## src/rtl/next_pc_unit.sv

```systemverilog
// next_pc_unit -- program-counter sequencer with a circular return-address stack.
//
// Picks the next fetch address from sequential, branch, j/jal and jr sources.
// Keeps a RAS (jal pushes, jr pops), flags mispredicted returns and misaligned
// jr targets, and counts retired (advanced) instructions.
//
// Ports
//   i_clk, i_reset        clock, asynchronous active-high reset
//   i_pc_ready, i_stall   fetch handshake; stall overrides ready
//   i_jump                00 none, 01 j, 10 jal, 11 jr
//   i_branch_taken        taken conditional branch
//   i_branch_offset       sign-extended word offset
//   i_jump_target         instr[25:0]
//   i_reg_target          rs value for jr
//   o_pc, o_pc_valid      current fetch address and its valid flag
//   o_link_addr           pc+4 (combinational)
//   o_ras_top, o_ras_count  RAS top entry (0 when empty) and occupancy
//   o_ras_mispredict      one-cycle pulse after a mispredicted jr
//   o_misalign_err        sticky misaligned-jr flag
//   o_retired             advanced-instruction counter, wraps
module next_pc_unit #(
  parameter int                 WIDTH        = 32,
  parameter logic [WIDTH-1:0]   RESET_VECTOR = '0,
  parameter int                 RAS_DEPTH    = 4,
  localparam int                AW           = $clog2(RAS_DEPTH),
  localparam int                CW           = AW + 1
) (
  input  logic             i_clk,
  input  logic             i_reset,
  input  logic             i_pc_ready,
  input  logic             i_stall,
  input  logic [1:0]       i_jump,
  input  logic             i_branch_taken,
  input  logic [WIDTH-1:0] i_branch_offset,
  input  logic [25:0]      i_jump_target,
  input  logic [WIDTH-1:0] i_reg_target,
  output logic [WIDTH-1:0] o_pc,
  output logic             o_pc_valid,
  output logic [WIDTH-1:0] o_link_addr,
  output logic [WIDTH-1:0] o_ras_top,
  output logic [CW-1:0]    o_ras_count,
  output logic             o_ras_mispredict,
  output logic             o_misalign_err,
  output logic [31:0]      o_retired
);

  localparam logic [1:0] J_J = 2'b01, J_JAL = 2'b10, J_JR = 2'b11;

  logic [WIDTH-1:0] r_pc;
  logic             r_valid;
  logic [WIDTH-1:0] r_ras [RAS_DEPTH];
  logic [AW-1:0]    r_sp;      // next write slot; top is r_sp-1
  logic [CW-1:0]    r_count;
  logic             r_mispredict;
  logic             r_misalign;
  logic [31:0]      r_retired;

  logic             w_advance;
  logic [WIDTH-1:0] w_link, w_br_tgt, w_j_tgt, w_jr_tgt, w_next_pc, w_ras_top;
  logic [AW-1:0]    w_top_idx;
  logic             w_push, w_pop, w_jr;

  assign w_advance = r_valid & i_pc_ready & ~i_stall;
  assign w_link    = r_pc + WIDTH'(4);
  assign w_br_tgt  = w_link + (i_branch_offset << 2);
  assign w_jr_tgt  = {i_reg_target[WIDTH-1:2], 2'b00};

  // At WIDTH=28 the region bits above the 28-bit jump window do not exist.
  generate
    if (WIDTH > 28) begin : g_jregion
      assign w_j_tgt = {w_link[WIDTH-1:28], i_jump_target, 2'b00};
    end else begin : g_jflat
      assign w_j_tgt = {i_jump_target, 2'b00};
    end
  endgenerate

  assign w_top_idx = r_sp - 1'b1;
  assign w_ras_top = (r_count != '0) ? r_ras[w_top_idx] : '0;

  assign w_jr   = w_advance & (i_jump == J_JR);
  assign w_push = w_advance & (i_jump == J_JAL);
  assign w_pop  = w_jr & (r_count != '0);

  always_comb begin
    w_next_pc = w_link;
    if (i_jump == J_JR)                          w_next_pc = w_jr_tgt;
    else if (i_jump == J_J || i_jump == J_JAL)   w_next_pc = w_j_tgt;
    else if (i_branch_taken)                     w_next_pc = w_br_tgt;
  end

  always_ff @(posedge i_clk or posedge i_reset) begin
    if (i_reset) begin
      r_pc      <= RESET_VECTOR;
      r_valid   <= 1'b0;
      r_retired <= '0;
      r_misalign <= 1'b0;
    end else begin
      r_valid <= 1'b1;
      if (w_advance) begin
        r_pc      <= w_next_pc;
        r_retired <= r_retired + 32'd1;
      end
      if (w_jr && i_reg_target[1:0] != 2'b00) r_misalign <= 1'b1;
    end
  end

  // Circular RAS: when full, a push lands on the oldest slot (r_sp wraps onto
  // it) and the count saturates, so the deepest return is silently lost.
  always_ff @(posedge i_clk or posedge i_reset) begin
    if (i_reset) begin
      for (int i = 0; i < RAS_DEPTH; i++) r_ras[i] <= '0;
      r_sp         <= '0;
      r_count      <= '0;
      r_mispredict <= 1'b0;
    end else begin
      r_mispredict <= w_pop & (w_ras_top != w_jr_tgt);
      if (w_push) begin
        r_ras[r_sp] <= w_link;
        r_sp        <= r_sp + 1'b1;
        if (r_count != CW'(RAS_DEPTH)) r_count <= r_count + 1'b1;
      end else if (w_pop) begin
        r_sp    <= r_sp - 1'b1;
        r_count <= r_count - 1'b1;
      end
    end
  end

  assign o_pc             = r_pc;
  assign o_pc_valid       = r_valid;
  assign o_link_addr      = w_link;
  assign o_ras_top        = w_ras_top;
  assign o_ras_count      = r_count;
  assign o_ras_mispredict = r_mispredict;
  assign o_misalign_err   = r_misalign;
  assign o_retired        = r_retired;

endmodule
```

## config.mk

```make
export PLATFORM = sky130hd
export DESIGN_NAME = next_pc_unit
export DESIGN_NICKNAME = d
export VERILOG_FILES = /design/src/rtl/next_pc_unit.sv
export SDC_FILE = /design/constraint.sdc
export NUM_CORES = 1
export LEC_CHECK = 0
export CELL_PAD_IN_SITES_DETAIL_PLACEMENT = 1
export CELL_PAD_IN_SITES_GLOBAL_PLACEMENT = 2
export CORE_MARGIN = 4
export CORE_UTILIZATION = 33
export CTS_BUF_LIST = sky130_fd_sc_hd__clkbuf_8
export CTS_CLUSTER_SIZE = 10
export DETAILED_ROUTE_END_ITERATION = 10
export MAX_ROUTING_LAYER = met4
export PLACE_DENSITY_LB_ADDON = 0.1
export SYNTH_ARGS = -nofsm -noshare
export SYNTH_HDL_FRONTEND = slang
export SYNTH_SLANG_ARGS = --single-unit
```

## constraint.sdc

```tcl
create_clock -name i_clk -period 7 [get_ports i_clk]
set_input_delay 1.4 -clock i_clk [delete_from_list [all_inputs] [get_ports i_clk]]
set_output_delay 1.4 -clock i_clk [all_outputs]
set_load 0.02 [all_outputs]
```

==> out/results.tsv, run 1 <==
metric	value	unit
placed_cells	1846	
ys_types	60	
synth.avg_cell_area	9.215	um^2
synthCells	1231	
place_area	0.01398	mm^2
p_leak	6.172	nW
final_cell_mix	clkdlybuf4s50_1 (222), dfrtp_1 (189), a21oi_1 (185)	
finalCritPeriodShare	0.7654	
r2r_start	o_pc[2]	
slew_violations	0	
r2r_slack	1.79	ns
dr.pass1.iters	5	
async_flop_share	1.000	
grt_pass1_vias	10430	
place_congestion	0.8549	
clock_latency	0.50	ns
crit_arrival	3.96	ns
fin_hold_ws	0.4785	ns
finalSetupTns	0	ns
grtUsageTotal	0.2223	
finalNonFillerCells	1879	
dp_hpwl	31370	um
synth-edff-count	0	
crit_path_start	o_pc[2]	
vias_per_cell	5.197	
start_kind	flop	
hold_violations	0	
cp_max_fo	10	
setup_ws	1.642	ns
fmax	0.1866	GHz
drive_above_1_share	0.07343	
die_width	193.4	um
setup_viol	0	
nets	1560	
core-area	0.03370	mm^2
status	finished, final reports clean	
total_power	5.928	mW
wl_per_cell	21.87	um
grt_pass1_wl	62900	um
numCtsBuffers	17	
maxCapViolations	0	
ys_ff_latch	190	
utilization	0.4264	
fin_skew	0.01596	ns
fin_crit	5.358	ns
hp-start	o_misalign_err	
yosys_warnings	0	
pre_cts_ws	1.741	ns
num_io_pins	231	
cp.required	5.60	ns
overflow	0	
htree_levels	4	
area_growth	26.67	%
worst-setup-path-type	reg -> out	
die-area	0.03740	mm^2
clock_path_buffers	2	
cts_resized	0	
grt_antenna_before_repair	1	
synth_area	0.01134	mm^2
drtAntennaViolNets	0	
fillers	3883	
hp-class	reg -> reg	
cts_tree	yes	
slew_headroom	0.3141	
initial_core_util	0.3366	
rsz0062_at_grt	false	
hold_buffers	0	
worstMarginPinSlew	1.023	ns
postCtsSetupBuffers	0	
path_clk_slew	0.11	ns
placementRows	67	
powerDensity	412.5	mW/mm^2
finalInstanceArea	0.01437	mm^2
mostFrequentLayoutCell	clkdlybuf4s50_1	
grt_max_degree	120	
dieHeight	193.4	um
critical_path.endpoint_type	output pin	
vias	9765	
root_buffer	clkbuf_8	
route.detailed.drc	0	
io_buffers	222	
wl	41100	um
synth_top_flop_cell	dfrtp_1	
numClockSinks	190	
ys_seq_area_frac	0.4191	
vdd_ir_drop_max	0.4159	mV
drt_iter0_markers	412	
[registers in the layout, indices dropped and copies added (netlist names)]
| name | count |
|---|---|
| o_pc_valid | 1 |
| o_pc | 30 |
| o_ras_mispredict | 1 |
| r_ras | 120 |
| o_misalign_err | 1 |
| o_ras_count | 3 |
| o_retired | 32 |
| r_sp | 2 |
[final cells by class]
cell class | instances | area, um^2 | share of cell area
Clock buffer | 19 | 261.5 | 0.01820
Antenna cell | 1 | 2.502 | 0.0001742
Sequential cell | 190 | 4756 | 0.3310
Inverter | 49 | 188.9 | 0.01315
Multi-Input combinational cell | 924 | 6141 | 0.4274
Tap cell | 448 | 560.5 | 0.03901
Timing Repair Buffer | 235 | 2332 | 0.1623
Clock inverter | 13 | 126.4 | 0.008795
[final timing paths]
kind / to / depth (start not counted)
max in group asynchronous: r_ras[38] / 3
worst max register to register: o_pc[31] / 16
worst min register to register: o_misalign_err / 1
worst min-delay path: o_misalign_err / 1
min in group asynchronous: o_retired[24] / 2
worst max-delay path: o_link_addr[28] / 8
[logic make-up (layout without fill, tap and decap cells)]
| family | after synthesis | in the layout | share of synthesized area |
|---|---|---|---|
| compound gates | 308 | 308 | 0.1581 |
| xor+xnor | 114 | 114 | 0.08802 |
| fa+ha+maj | 46 | 46 | 0.05206 |
| buf+inv | 122 | 316 | 0.04269 |
| flops | 190 | 190 | 0.4191 |
| mux | 46 | 46 | 0.07478 |
| other cells | 2 | 8 | 0.0006621 |
| simple gates | 403 | 403 | 0.1646 |
[routing by layer]
layer / global-route usage / up-vias / wire length [um]
li1: - / 4639 / -
met1: 0.2812 / 4877 / 18140
met2: 0.3723 / 224 / 20430
met3: 0.04696 / 25 / 1957
met4: 0.04380 / 0 / 567
met5: - / - / 0
[critical path: stages, from the launching register on]
cell and delay, ns:
dfrtp_1 0.66, ha_1 0.23, inv_1 0.05, or3_1 0.46
nor3_1 0.47, nand3_1 0.15, xor2_1 0.66, inv_1 0.17
clkdlybuf4s50_1 0.58
[Yosys cell counts, types with 2 or more instances]
library cell / n / share of area
o21a_1: 2 / 0.0013
nor2_1: 185 / 0.061
mux2i_1: 9 / 0.0079
o21ai_0: 47 / 0.021
buf_2: 3 / 0.0013
a211o_1: 2 / 0.0015
xnor2_1: 73 / 0.056
o21bai_1: 4 / 0.0026
nand2b_1: 6 / 0.0033
nand4_1: 24 / 0.013
or2_2: 2 / 0.0011
or3_1: 4 / 0.0022
a21o_1: 15 / 0.0099
buf_4: 6 / 0.0040
and4_1: 3 / 0.0023
and2_1: 5 / 0.0028
a22oi_1: 2 / 0.0013
clkbuf_1: 59 / 0.020
dfrtp_1: 190 / 0.42
a211oi_1: 14 / 0.0093
nand3_1: 32 / 0.014
a21oi_1: 185 / 0.082
xor2_1: 41 / 0.032
nor3_1: 12 / 0.0053
a21boi_0: 2 / 0.0013
mux2_2: 6 / 0.0060
ha_1: 44 / 0.049
inv_1: 49 / 0.016
fa_1: 2 / 0.0035
o221ai_1: 2 / 0.0015
a31o_2: 2 / 0.0015
nor2b_1: 34 / 0.019
nand2_1: 64 / 0.021
nor4_1: 5 / 0.0028
buf_1: 5 / 0.0017
a221oi_1: 5 / 0.0039
conb_1: 2 / 0.00066
mux4_2: 30 / 0.060
nand3b_1: 2 / 0.0013
o22ai_1: 4 / 0.0022
and3_1: 21 / 0.012
o211ai_1: 9 / 0.0060
[report_power, final]
group / total (mW) / internal, mW / leakage [nW] / switching [mW]
Sequential: 1.78 / 1.49 / 2.42 / 0.285
Clock: 0.740 / 0.280 / 0.192 / 0.460
Combinational: 3.41 / 1.52 / 3.56 / 1.89
Note: power is estimated with default switching activity, not from simulation.
==> inputs of run 2 (changes only) <==
--- a/config.mk
+++ b/config.mk
@@ -8,7 +8,7 @@
 export CELL_PAD_IN_SITES_DETAIL_PLACEMENT = 1
 export CELL_PAD_IN_SITES_GLOBAL_PLACEMENT = 2
 export CORE_MARGIN = 4
-export CORE_UTILIZATION = 33
+export CORE_UTILIZATION = 29
 export CTS_BUF_LIST = sky130_fd_sc_hd__clkbuf_8
 export CTS_CLUSTER_SIZE = 10
 export DETAILED_ROUTE_END_ITERATION = 10
==> constraint.sdc (replaced) <==
create_clock -name i_clk -period 4.7 [get_ports i_clk]
set_input_delay 0.94 -clock i_clk [delete_from_list [all_inputs] [get_ports i_clk]]
set_output_delay 0.94 -clock i_clk [all_outputs]
set_load 0.02 [all_outputs]
==> run 2 against run 1 <==
Effect of this change:
- non-clock buffer count rose by 43
- combinational power grew 55%
- sequential share of layout area down 1.0 points
- routed wire length up 5.0%
- highest routed layer unchanged
- largest cell class unchanged
==> out/results.tsv, run 2 (same netlist as run 1, synthesis figures left out) <==
metric	value	unit
status	finished, final reports clean	
drive_above_1_share	0.1005	
drtAntennaViolNets	0	
cp_slowest_stage_delay	0.58	ns
nets	1603	
worstPathCellList	nand4_2, buf_4, nor3_1, nand3_1, nor2_1, nand2_1, xor2_1, inv_1, clkdlybuf4s50_1	
cp.required	3.76	ns
seqPwrFrac	0.291	
core-area	0.03865	mm^2
area_growth	30.75	%
clock_path_buffers	2	
regMostFlops	r_ras	
io_buffers	222	
root_buffer	clkbuf_8	
utilization	0.3838	
slew_violations	0	
route.detailed.drc	0	
fmax	0.2308	GHz
die-area	0.04234	mm^2
largest_register_ffs	120	
clock_latency	0.50	ns
p_leak	6.405	nW
p_switching	3.991	mW
p_int	5.084	mW
grt_antenna_before_repair	3	
finalInstanceArea	0.01483	mm^2
vias	9864	
numCtsBuffers	17	
dieHeight	205.8	um
grt_pass1_vias	10460	
initial_core_util	0.2935	
finalCritPeriodShare	0.9218	
grt_pass1_wl	64830	um
grtUsageTotal	0.2101	
critical_path.endpoint_type	output pin	
crit_arrival	3.39	ns
rsz0062_at_grt	false	
fin_skew	0.02320	ns
place_congestion	0.8723	
htree_levels	4	
finalSetupTns	0	ns
worstMarginPinSlew	0.9033	ns
maxCapViolations	0	
cpMaxStageDelayCell	clkdlybuf4s50_1	
setup_viol	0	
cp_max_fo	7	
switching_share	0.4398	
drt_iter0_markers	449	
worst-setup-path-type	reg -> out	
combPwrFrac	0.582	
vdd_ir_drop_max	0.5695	mV
fin_hold_ws	0.4825	ns
die_width	205.8	um
vias_per_cell	4.947	
dp_hpwl	33580	um
powerDensity	611.9	mW/mm^2
dr.pass1.iters	4	
num_io_pins	231	
mostFrequentLayoutCell	clkdlybuf4s50_1	
numClockSinks	190	
clkPwrFrac	0.127	
wl	43160	um
slew_headroom	0.3978	
path_clk_slew	0.11	ns
grt_max_degree	120	
cts_tree	yes	
final_cell_mix	clkdlybuf4s50_1 (222), dfrtp_1 (188), nor2_1 (184), a21oi_1 (184), xnor2_1 (73)	
overflow	0	
placementRows	72	
place_area	0.01441	mm^2
start_kind	flop	
hp-class	reg -> reg	
fin_crit	4.332	ns
hold_violations	0	
wl_per_cell	21.65	um
==> run 2: cell count changes in the layout (fill, tap and decap cells not counted), moves of 2 or more <==
cell,previous run,this run
diode_2,1,3
clkinv_4,5,1
clkinv_2,0,2
clkbuf_8,19,17
inv_1,48,50
buf_4,12,53
bufinv_16,0,2
buf_12,1,3
==> run 2: path summary, 6_finish.rpt <==
check                                    start               to  slack [ns]  depth (start not counted)
worst max register to register         o_pc[3]         o_pc[23]        0.51                         18
min in group asynchronous              i_reset    o_retired[24]        0.72                          2
worst min-delay path            o_misalign_err   o_misalign_err        0.48                          1
worst max-delay path                   o_pc[4]  o_link_addr[27]        0.37                          9
max in group asynchronous              i_reset        r_ras[10]        2.98                          3
worst min register to register  o_misalign_err   o_misalign_err        0.48                          1
==> run 2: metrics by stage <==
step | cells | power [mW] | setup WS, ns
6_report | 1994 | 9.076 | 0.3675
5_1_grt | 1994 | 9.713 | 0.08770
4_1_cts | 1991 | 9.204 | 0.1951
3_5_place_dp | 1959 | 8.001 | 0.4141
3_3_place_gp | 1959 | 7.921 | 0.4056
2_1_floorplan | 1236 | 5.681 | 0.5769
==> run 2: layout make-up <==
cell class,instances,area [um^2]
well taps,518,648.1
flip-flops and latches,190,4757
inverters,49,187.7
clock buffers,17,234.0
fillers,4393,23820
multi-input cells,924,6156
repair buffers,278,2680
clock inverters,15,161.4
diodes,3,7.507
==> run 2: worst max-delay path: cells and delay by family, from the launching register on <==
family	cells	cell delay, ns
xor gates and xnor gates	1	0.37
buffers and inverters	3	0.89
DFF	1	0.51
and+or+nand+nor	5	1.12
==> run 2: per-layer routing <==
layer | wire length [um] | part of all wire | global-route usage | vias up
li1 | - | - | - | 4727
met1 | 18900 | 0.44 | 0.2604 | 4889
met2 | 21150 | 0.49 | 0.3518 | 217
met3 | 2387 | 0.055 | 0.04917 | 31
met4 | 728 | 0.017 | 0.04729 | 0
met5 | 0 | 0 | - | -
==> run 2: what timing repair did <==
item | 4_1_cts | 5_1_grt
gates resized for setup | 0 | 4
hold buffers | 0 | 0
hold endpoints to repair | 0 | 0
setup buffers | 0 | 0
endpoints found under the setup margin | 0 | 2
==> run 2: power groups by stage <==
| stage | combinational (mW) | sequential, mW | clock [mW] |
|---|---|---|---|
| finish | 5.28 | 2.64 | 1.15 |
| global route | 5.73 | 2.73 | 1.26 |
| CTS | 5.36 | 2.65 | 1.20 |
| detailed placement | 5.32 | 2.68 | 0 |
| global placement | 5.26 | 2.66 | 0 |
| floorplan | 3.01 | 2.67 | 0 |
